--- src/rtl/seg_scan_display_if.sv ---
// Pin-level bundle between the score logic (master) and the multiplexed
// seven-segment driver (slave); clk and rst stay outside the bundle.
interface seg_scan_display_if #(
  parameter int DIGITS = 8
);
  logic [4*DIGITS-1:0] hexs;
  logic [DIGITS-1:0]   points;
  logic [DIGITS-1:0]   LEs;
  logic [DIGITS-1:0]   blink;
  logic                lz_en;
  logic [3:0]          brightness;
  logic [DIGITS-1:0]   AN;
  logic [7:0]          SEGMENT;
  logic                frame_start;

  modport master (
    output hexs, points, LEs, blink, lz_en, brightness,
    input  AN, SEGMENT, frame_start
  );

  modport slave (
    input  hexs, points, LEs, blink, lz_en, brightness,
    output AN, SEGMENT, frame_start
  );
endinterface

--- src/rtl/seg_scan_display.sv ---
// Multiplexed common-anode seven-segment scanner with frame snapshotting,
// per-digit blink/blank, leading-zero suppression and PWM brightness.
module seg_scan_display #(
  parameter int DIGITS       = 8,
  parameter int SCAN_CYCLES  = 100000,
  parameter int BLINK_CYCLES = 25000000
) (
  input  logic              clk,
  input  logic              rst,
  seg_scan_display_if.slave bus
);

  localparam int DIG_W   = $clog2(DIGITS);
  localparam int DWELL_W = $clog2(SCAN_CYCLES);
  localparam int BLINK_W = $clog2(BLINK_CYCLES);
  localparam logic [DIG_W-1:0]   DIG_LAST   = DIG_W'(DIGITS - 1);
  localparam logic [DWELL_W-1:0] DWELL_LAST = DWELL_W'(SCAN_CYCLES - 1);
  localparam logic [BLINK_W-1:0] BLINK_LAST = BLINK_W'(BLINK_CYCLES - 1);

  // Active-low a..g glyph for one hex nibble.
  function automatic logic [6:0] hex_glyph(input logic [3:0] nib);
    logic [6:0] g;
    case (nib)
      4'h0:    g = 7'b1000000;
      4'h1:    g = 7'b1111001;
      4'h2:    g = 7'b0100100;
      4'h3:    g = 7'b0110000;
      4'h4:    g = 7'b0011001;
      4'h5:    g = 7'b0010010;
      4'h6:    g = 7'b0000010;
      4'h7:    g = 7'b1111000;
      4'h8:    g = 7'b0000000;
      4'h9:    g = 7'b0010000;
      4'hA:    g = 7'b0001000;
      4'hB:    g = 7'b0000011;
      4'hC:    g = 7'b1000110;
      4'hD:    g = 7'b0100001;
      4'hE:    g = 7'b0000110;
      4'hF:    g = 7'b0001110;
      default: g = 7'b1111111;
    endcase
    return g;
  endfunction

  logic [DWELL_W-1:0]  dwell_q, dwell_d;
  logic [DIG_W-1:0]    digit_q, digit_d;
  logic [BLINK_W-1:0]  blink_cnt_q, blink_cnt_d;
  logic                blink_phase_q, blink_phase_d;
  logic [3:0]          pwm_cnt_q, pwm_cnt_d;
  logic                load_pending_q, load_pending_d;
  logic [4*DIGITS-1:0] snap_hexs_q, snap_hexs_d;
  logic [DIGITS-1:0]   snap_points_q, snap_points_d;
  logic [DIGITS-1:0]   snap_les_q, snap_les_d;
  logic [DIGITS-1:0]   snap_blink_q, snap_blink_d;
  logic                snap_lz_q, snap_lz_d;
  logic [DIGITS-1:0]   an_q, an_d;
  logic [7:0]          seg_q, seg_d;
  logic                frame_start_q, frame_start_d;

  logic                dwell_wrap_s, blink_wrap_s, load_s;
  logic                zero_run_s, blank_s;
  logic [DIGITS-1:0]   supp_s;
  logic [3:0]          nib_s;

  // Scan timing, blink timebase, PWM counter and frame snapshot.
  always_comb begin
    dwell_wrap_s = (dwell_q == DWELL_LAST);
    blink_wrap_s = (blink_cnt_q == BLINK_LAST);
    load_s       = load_pending_q | (dwell_wrap_s & (digit_q == DIG_LAST));

    dwell_d = dwell_wrap_s ? '0 : dwell_q + 1'b1;
    if (dwell_wrap_s) begin
      digit_d = (digit_q == DIG_LAST) ? '0 : digit_q + 1'b1;
    end else begin
      digit_d = digit_q;
    end
    blink_cnt_d   = blink_wrap_s ? '0 : blink_cnt_q + 1'b1;
    blink_phase_d = blink_phase_q ^ blink_wrap_s;
    pwm_cnt_d     = pwm_cnt_q + 4'd1;
    // Any clocked cycle out of reset performs the pending load.
    load_pending_d = 1'b0;
    frame_start_d  = load_s;

    if (load_s) begin
      snap_hexs_d   = bus.hexs;
      snap_points_d = bus.points;
      snap_les_d    = bus.LEs;
      snap_blink_d  = bus.blink;
      snap_lz_d     = bus.lz_en;
    end else begin
      snap_hexs_d   = snap_hexs_q;
      snap_points_d = snap_points_q;
      snap_les_d    = snap_les_q;
      snap_blink_d  = snap_blink_q;
      snap_lz_d     = snap_lz_q;
    end
  end

  // Per-digit leading-zero mask and nibble of the currently selected digit.
  always_comb begin
    supp_s     = '0;
    zero_run_s = snap_lz_q;
    for (int i = DIGITS - 1; i >= 1; i--) begin
      zero_run_s = zero_run_s & (snap_hexs_q[4*i +: 4] == 4'h0);
      supp_s[i]  = zero_run_s;
    end
    nib_s = 4'h0;
    for (int i = 0; i < DIGITS; i++) begin
      if (digit_q == DIG_W'(i)) begin
        nib_s = snap_hexs_q[4*i +: 4];
      end else begin
        nib_s = nib_s;
      end
    end
  end

  // Pin values for the selected digit, registered on the next edge.
  always_comb begin
    an_d    = '1;
    seg_d   = 8'hFF;
    blank_s = snap_les_q[digit_q] | (snap_blink_q[digit_q] & blink_phase_q);
    if (blank_s) begin
      an_d  = '1;
      seg_d = 8'hFF;
    end else begin
      if (pwm_cnt_q < bus.brightness) begin
        an_d[digit_q] = 1'b0;
      end else begin
        an_d = '1;
      end
      seg_d = {~snap_points_q[digit_q], supp_s[digit_q] ? 7'h7F : hex_glyph(nib_s)};
    end
  end

  // State and output registers.
  always_ff @(posedge clk or negedge rst) begin
    if (!rst) begin
      dwell_q        <= '0;
      digit_q        <= '0;
      blink_cnt_q    <= '0;
      blink_phase_q  <= 1'b0;
      pwm_cnt_q      <= 4'd0;
      load_pending_q <= 1'b1;
      snap_hexs_q    <= '0;
      snap_points_q  <= '0;
      snap_les_q     <= '0;
      snap_blink_q   <= '0;
      snap_lz_q      <= 1'b0;
      an_q           <= '1;
      seg_q          <= 8'hFF;
      frame_start_q  <= 1'b0;
    end else begin
      dwell_q        <= dwell_d;
      digit_q        <= digit_d;
      blink_cnt_q    <= blink_cnt_d;
      blink_phase_q  <= blink_phase_d;
      pwm_cnt_q      <= pwm_cnt_d;
      load_pending_q <= load_pending_d;
      snap_hexs_q    <= snap_hexs_d;
      snap_points_q  <= snap_points_d;
      snap_les_q     <= snap_les_d;
      snap_blink_q   <= snap_blink_d;
      snap_lz_q      <= snap_lz_d;
      an_q           <= an_d;
      seg_q          <= seg_d;
      frame_start_q  <= frame_start_d;
    end
  end

  assign bus.AN          = an_q;
  assign bus.SEGMENT     = seg_q;
  assign bus.frame_start = frame_start_q;

endmodule

--- src/flat_wrapper.sv ---
// flat-port wrapper written by rule: the top's interface ports become plain ports
module seg_scan_display_flat 
#(
  parameter int DIGITS       = 8,
  parameter int SCAN_CYCLES  = 100000,
  parameter int BLINK_CYCLES = 25000000
)
  (clk, rst, bus_hexs, bus_points, bus_LEs, bus_blink, bus_lz_en, bus_brightness, bus_AN, bus_SEGMENT, bus_frame_start);
  seg_scan_display_if #(.DIGITS(DIGITS)) bus_i ();
  input  logic clk;
  input  logic rst;
  input wire logic [$bits(bus_i.hexs)-1:0] bus_hexs;
  input wire logic [$bits(bus_i.points)-1:0] bus_points;
  input wire logic [$bits(bus_i.LEs)-1:0] bus_LEs;
  input wire logic [$bits(bus_i.blink)-1:0] bus_blink;
  input wire logic [$bits(bus_i.lz_en)-1:0] bus_lz_en;
  input wire logic [$bits(bus_i.brightness)-1:0] bus_brightness;
  output wire logic [$bits(bus_i.AN)-1:0] bus_AN;
  output wire logic [$bits(bus_i.SEGMENT)-1:0] bus_SEGMENT;
  output wire logic [$bits(bus_i.frame_start)-1:0] bus_frame_start;
  assign bus_i.hexs = bus_hexs;
  assign bus_i.points = bus_points;
  assign bus_i.LEs = bus_LEs;
  assign bus_i.blink = bus_blink;
  assign bus_i.lz_en = bus_lz_en;
  assign bus_i.brightness = bus_brightness;
  assign bus_AN = bus_i.AN;
  assign bus_SEGMENT = bus_i.SEGMENT;
  assign bus_frame_start = bus_i.frame_start;
  seg_scan_display #(.DIGITS(DIGITS), .SCAN_CYCLES(SCAN_CYCLES), .BLINK_CYCLES(BLINK_CYCLES)) u_core (.clk(clk), .rst(rst), .bus(bus_i));
endmodule
--- config.mk ---
export PLATFORM = sky130hd
export DESIGN_NAME = seg_scan_display_flat
export DESIGN_NICKNAME = d
export VERILOG_FILES = /design/src/rtl/seg_scan_display_if.sv /design/src/rtl/seg_scan_display.sv /design/src/flat_wrapper.sv
export SDC_FILE = /design/constraint.sdc
export NUM_CORES = 1
export LEC_CHECK = 0
export ABC_AREA = 1
export CORE_ASPECT_RATIO = 1.1
export CORE_MARGIN = 4
export CORE_UTILIZATION = 33
export CTS_CLUSTER_SIZE = 8
export DETAILED_ROUTE_END_ITERATION = 6
export SYNTH_ARGS = -nofsm -noshare
export SYNTH_HDL_FRONTEND = slang
export SYNTH_SLANG_ARGS = --single-unit
--- constraint.sdc ---
create_clock -name clk -period 5.3 [get_ports clk]
set_input_delay 0.795 -clock clk [delete_from_list [all_inputs] [get_ports clk]]
set_output_delay 0.795 -clock clk [all_outputs]
set_load 0.02 [all_outputs]
# Word level (Yosys, flattened, before mapping)
# Memories as Yosys holds them, arrays and structs flattened.
# Cells that the tools add are included.
[word_totals] output_inout_bits=17 ff_bits=125 romBits=112 in_bits=63 mem_count=1
[classes] order_cmp=3 reduce_logical=9 eq_ne=9 addsub=4 n_bitwise=14 mux=25
[memory_table] memory="(name not given)" words=16 word_bits=7 read_ports=1 rd_clocked_by_memory_dff=0 write_ports=0 line="seg_scan_display.sv:23" source="case (nib)"
[ops] op="4-bit two-way mux" n=8
[ops] op="4-bit logical NOT" n=7
[ops] op="25-bit by 1-bit adder with 25-bit output (second input constant)" n=1
[ops] op="25-bit equality test (second input constant)" n=1
[ops] op="25-bit two-way mux" n=1
[ops] op="8-bit two-way mux" n=3
[ops] op="17-bit by 1-bit adder with 17-bit output (second input constant)" n=1
[ops] op="17-bit equality test (second input constant)" n=1
[ops] op="17-bit two-way mux" n=1
[ops] op="1-bit binary-select mux with 3-bit select" n=4
[ops] op="3-bit equality test (second input constant)" n=4
[ops] op="1-bit AND" n=9
[ops] op="8-bit NOT" n=1
[ops] op="7-bit two-way mux" n=1
[ops] op="3-bit by 2-bit equality test with 1-bit output (second input constant)" n=2
[ops] op="1-bit two-way mux" n=5
[ops] op="4-bit by 1-bit adder with 4-bit output (second input constant)" n=1
[ops] op="3-bit by 4-bit less-than comparator with 1-bit output (second input constant)" n=1
[ops] op="4-bit less-than comparator" n=1
[ops] op="3-bit by 1-bit adder with 3-bit output (second input constant)" n=1
[ops] op="1-bit demux with 3-bit select" n=1
[ops] op="3-bit by 1-bit equality test with 1-bit output (second input constant)" n=1
[ops] op="3-bit by 1-bit >= comparator with 1-bit output (second input constant)" n=1
[ops] op="3-bit logical NOT" n=1
[ops] op="other kinds (5)" n=6

# Depth between registers and ports, before layout
[logic_depth] depth_word=12 depth_mapped=19 ltp_nobuf=19

# Least setup slack after synthesis
# Ideal clock, no wire load.
[synth_path] kind="reg2reg" from="register u_core.digit_q[0]" to="register u_core.seg_q[0] (netlist: u_core.bus.SEGMENT[0])" synth_period_minus_slack_ps=2340 n_path_buf=0 path_stages_with_launch=18 arrival_ps=2252 required_time_ps=5213 setup_slack_ps=2960 cell_sequence="dfrtp_1 ha_1 ha_1 inv_1 o21ai_0 inv_1 nand2_1 nand2_1 nand2_1 nand2_1 nand2_1 a21boi_1 inv_1 ha_1 inv_1 nand3_1 nand3_1 nand3_1"
[synth_between] elab_chain_cells=12 elab_cells_between_ends=27
[synth_rtl] element="from (decl)" line="seg_scan_display.sv:46" source="logic [DIG_W-1:0] digit_q, digit_d;"
[synth_rtl] element="from (signal assigned)" line="seg_scan_display.sv:154" source="digit_q <= digit_d;"
[synth_rtl] element="3-bit logical NOT" line="seg_scan_display.sv:109" source="if (digit_q == DIG_W'(i)) begin"
[synth_rtl] element="4-bit two-way mux (8 in series)" line="seg_scan_display.sv:109"
[synth_rtl] element="memory read 16 x 7 bit"
[synth_rtl] element="7-bit two-way mux" line="seg_scan_display.sv:131" source="seg_d = {~snap_points_q[digit_q], supp_s[digit_q] ? 7'h7F : hex_glyph(nib_s)};"
[synth_rtl] element="8-bit two-way mux *" line="seg_scan_display.sv:122" source="if (blank_s) begin"
[synth_rtl] element="net u_core.seg_d[0]" line="seg_scan_display.sv:57" source="logic [7:0] seg_q, seg_d;"
[synth_rtl] element="to (signal assigned)" line="seg_scan_display.sv:165" source="seg_q <= seg_d;"
[synth_rtl] element="to (decl)" line="seg_scan_display.sv:57"
# Mark *: on every way through the listed nets, which the timed path passes. The rest lies on a longest branch. The select of a mux whose other input is x is not followed.
# A chain may end at the register's enable or synchronous reset.

# Final worst setup path
[layout_path] from="register u_core.digit_q[2]" to="register u_core.seg_q[0] (netlist: u_core.bus.SEGMENT[0])"
# Same word-level chain as after synthesis.

==> out/qor.csv <==
metric,value,unit
status,completed,
sequential cell area fraction in the yosys report,0.4873,
initial antenna violation count,0,
first-pass GRT wire length,26.11,mm
Final Critical Period,2.700,ns
Initial DRC Count,332,
largest cells by area after synthesis,"dfrtp_1, nand2_1, inv_1, dfstp_2, nand3_1",
Psw,0.0005724,W
P_int,0.001943,W
most frequent cell after synthesis,nand2_1,
Post-synth top flop,dfrtp_1,
critical path's slowest cell,dfrtp_1,
# clock sinks,125,
Port Buffers,79,
Post-Route WL,15.51,mm
Die Area,21890,µm²
Lkg Pwr,3.902,nW
Ports,80,
Post-synth top cells,"nand2_1, inv_1, dfrtp_1",
Total GRT Usage,0.1480,
largest stage delay on the critical path,0.59,ns
Clk pwr share,0.497,
setup TNS,0,ns
clk buf depth,2,
CTS tree,done,
Avg Inst Size Synth,8.098,µm²
top cell type's share of synthesized area,0.4182,
DR WL/cell,13.53,µm
CTS Buf Count,17,
Final setup viols,0,
Vias,5349,
H-tree levels,4,
"Slew Viols, Final",0,
initial core utilization,0.3372,
total power,0.002515,W
switching share of power,0.2276,
CP Max Fanout,13,
Routed Antenna Nets,0,
layout cells sized above 1,0.08676,
Placer Congestion,0.8400,
#FFs+latches synth,125,
Clock Skew,0.008484,ns
Min-Delay Path Class,input pin to async pin,
CP Buf/Inv Count,5,
Synth Cell Area,6462,µm²
Final Hold Viols,0,
Layout Cells excl Fill,1146,
"delay-heaviest family, CP",flip-flops,
nets@finish,968,
Post-route DRC,0,
postcts setup bufs,0,
MaxCap Viol Count,0,
DR vias/cell,4.668,
syn nets,880,
Logic pwr share,0.092,
Detailed Routing Iterations Pass 1,5,
Overflow after GRT,0,
area grow syn2layout,25.52,%
Power Dens Cells,310.1,nW/µm²
Die W,141.4,µm
Peak VDD IR,0.0002252,V
fmax,0.3703,GHz
number of global-route vias before repair,5315,
core box area,19160,µm²
Inserted Diodes,0,
crit-path cells,inv_2 > ha_1 > inv_1 > o21ai_0 > inv_1 > nand2_1 > nand2_1 > nand2_1 > nand2_1 > nand2_1 > a21boi_1 > inv_1 > ha_1 > inv_1 > nand3_1 > nand3_1 > nand3_1,
"EDFF count, synth",0,
Synth area leader,dfrtp_1,
Placed Instances,1114,
Yosys warnings,0,
post_cts resized,0,
share of async-settable or async-resettable flops after synthesis,1.000,
largest net degree at the start of global routing,62,
max_slew headroom,0.4144,
Syn Inst Count,798,
Yosys cell types,46,
Sequential Power Share,0.411,
later-pin clock latency in the skew report,0.42,ns
num rows,53,
Final Cycle Share,0.5095,
clock-pin slew on the worst setup and hold paths,0.06,ns
crit path kind,flop to flop,
kind of end point of the critical path,flop,
Worst path most repeated cell,nand2_1,
CP Data Arrival Time,3.04,ns
Critical Path RT,5.64,ns
CTS root buf,clkbuf_16,
slew of the pin with the lowest slew margin,0.8732,ns
startpoint types,flop,
CTS Hold Bufs,0,
RSZ-0062 raised after global routing,false,
height of the chip,154.8,µm
DP HPWL,11.58,mm
[through the flow]
| stage | setup slack (ns) | area [µm²] | hold slack, ns | utilization |
|---|---|---|---|---|
| detailed placement | 2.525 | 7481 | 0.4508 | 0.3904 |
| CTS | 2.592 | 8112 | 0.2686 | 0.4233 |
| global placement | 2.594 | 7481 | 0.4537 | 0.3904 |
| global route | 2.173 | 8112 | 0.2700 | 0.4233 |
| floorplan | 2.960 | 6462 | 0.4329 | - |
| finish | 2.600 | 8112 | 0.2713 | 0.4233 |
[layout by cell type (no fill, tap or decap), types with 2 or more instances in the layout]
master           instances
ha_1                    19
buf_4                    5
nand2_2                  5
o21ai_1                 43
a31oi_1                  3
dfstp_2                 17
o22ai_1                  2
bufinv_16                5
a211oi_1                 4
nor2_2                   6
a21boi_0                 2
nand3_1                 59
clkinvlp_4               2
dfrtp_1                108
xor2_1                  11
nand4_1                 17
o2111ai_1                2
nand2_1                175
a21oi_1                 24
nor3_1                  19
a221oi_1                 2
nor4_1                   4
inv_2                    6
xnor2_1                  2
o21ai_0                 44
nor2_1                  52
clkbuf_1                 3
clkinv_2                 4
clkdlybuf4s50_1         78
inv_1                  140
clkbuf_16               17
[power by group through the flow]
stage	Combinational [W]	Sequential, W	Clock (W)
CTS	0.000236	0.00103	0.00128
global route	0.000264	0.00104	0.00133
detailed placement	0.000235	0.00105	0
floorplan	0.000109	0.00106	0
finish	0.000232	0.00103	0.00125
global placement	0.000234	0.00105	0
[path summary, 6_finish.rpt]
check | from | end | slack (ns) | cells past startpoint
worst min register to register | u_core.blink_cnt_q[0]$_DFF_PN0_ | u_core.blink_cnt_q[0]$_DFF_PN0_ | 0.45 | 1
max in group asynchronous | rst | u_core.snap_hexs_q[19]$_DFFE_PN0P_ | 3.96 | 2
min in group clk | u_core.blink_cnt_q[0]$_DFF_PN0_ | u_core.blink_cnt_q[0]$_DFF_PN0_ | 0.45 | 1
worst max-delay path | u_core.digit_q[2]$_DFFE_PN0N_ | u_core.bus.SEGMENT[0]$_DFF_PN1_ | 2.60 | 17
worst max register to register | u_core.digit_q[2]$_DFFE_PN0N_ | u_core.bus.SEGMENT[0]$_DFF_PN1_ | 2.60 | 17
worst min-delay path | rst | u_core.pwm_cnt_q[1]$_DFF_PN0_ | 0.27 | 1
[layer usage]
layer  GRT usage  vias up  part of all wire
met4     0.05302        0             0.014
met1      0.2001     2488              0.48
li1            -     2741                 -
met5           0        -                 0
met2      0.2318      103              0.46
met3     0.03587       17             0.044
[sequential cells by signal, summed over array words and instances (netlist names)]
| register | cells |
|---|---|
| u_core.snap_hexs_q | 32 |
| u_core.snap_points_q | 8 |
| u_core.bus.frame_start | 1 |
| u_core.snap_lz_q | 1 |
| u_core.snap_blink_q | 8 |
| u_core.bus.AN | 8 |
| u_core.load_pending_q | 1 |
| u_core.blink_phase_q | 1 |
| u_core.snap_les_q | 8 |
| u_core.blink_cnt_q | 25 |
| u_core.digit_q | 3 |
| u_core.bus.SEGMENT | 8 |
| u_core.dwell_q | 17 |
| u_core.pwm_cnt_q | 4 |
[kinds of logic after synthesis]
| group | synth area share |
|---|---|
| buffers and inverters | 0.1022 |
| AO/OA/AOI/OAI | 0.1150 |
| flip-flops | 0.4873 |
| other | 0.0005803 |
| AND/OR/NAND/NOR | 0.2405 |
| XOR/XNOR | 0.01762 |
| adder cells (fa/ha/maj) | 0.03679 |
[final cells by class]
cell class,instances,area (µm²)
clock buffers,20,436.7
clock inverters,12,193.9
fillers,1916,11050
inverters,147,551.8
multi-input cells,512,2653
flip-flops and latches,125,3149
well taps,247,309.0
repair buffers,83,818.3
Power figures use the tool's default switching activity.
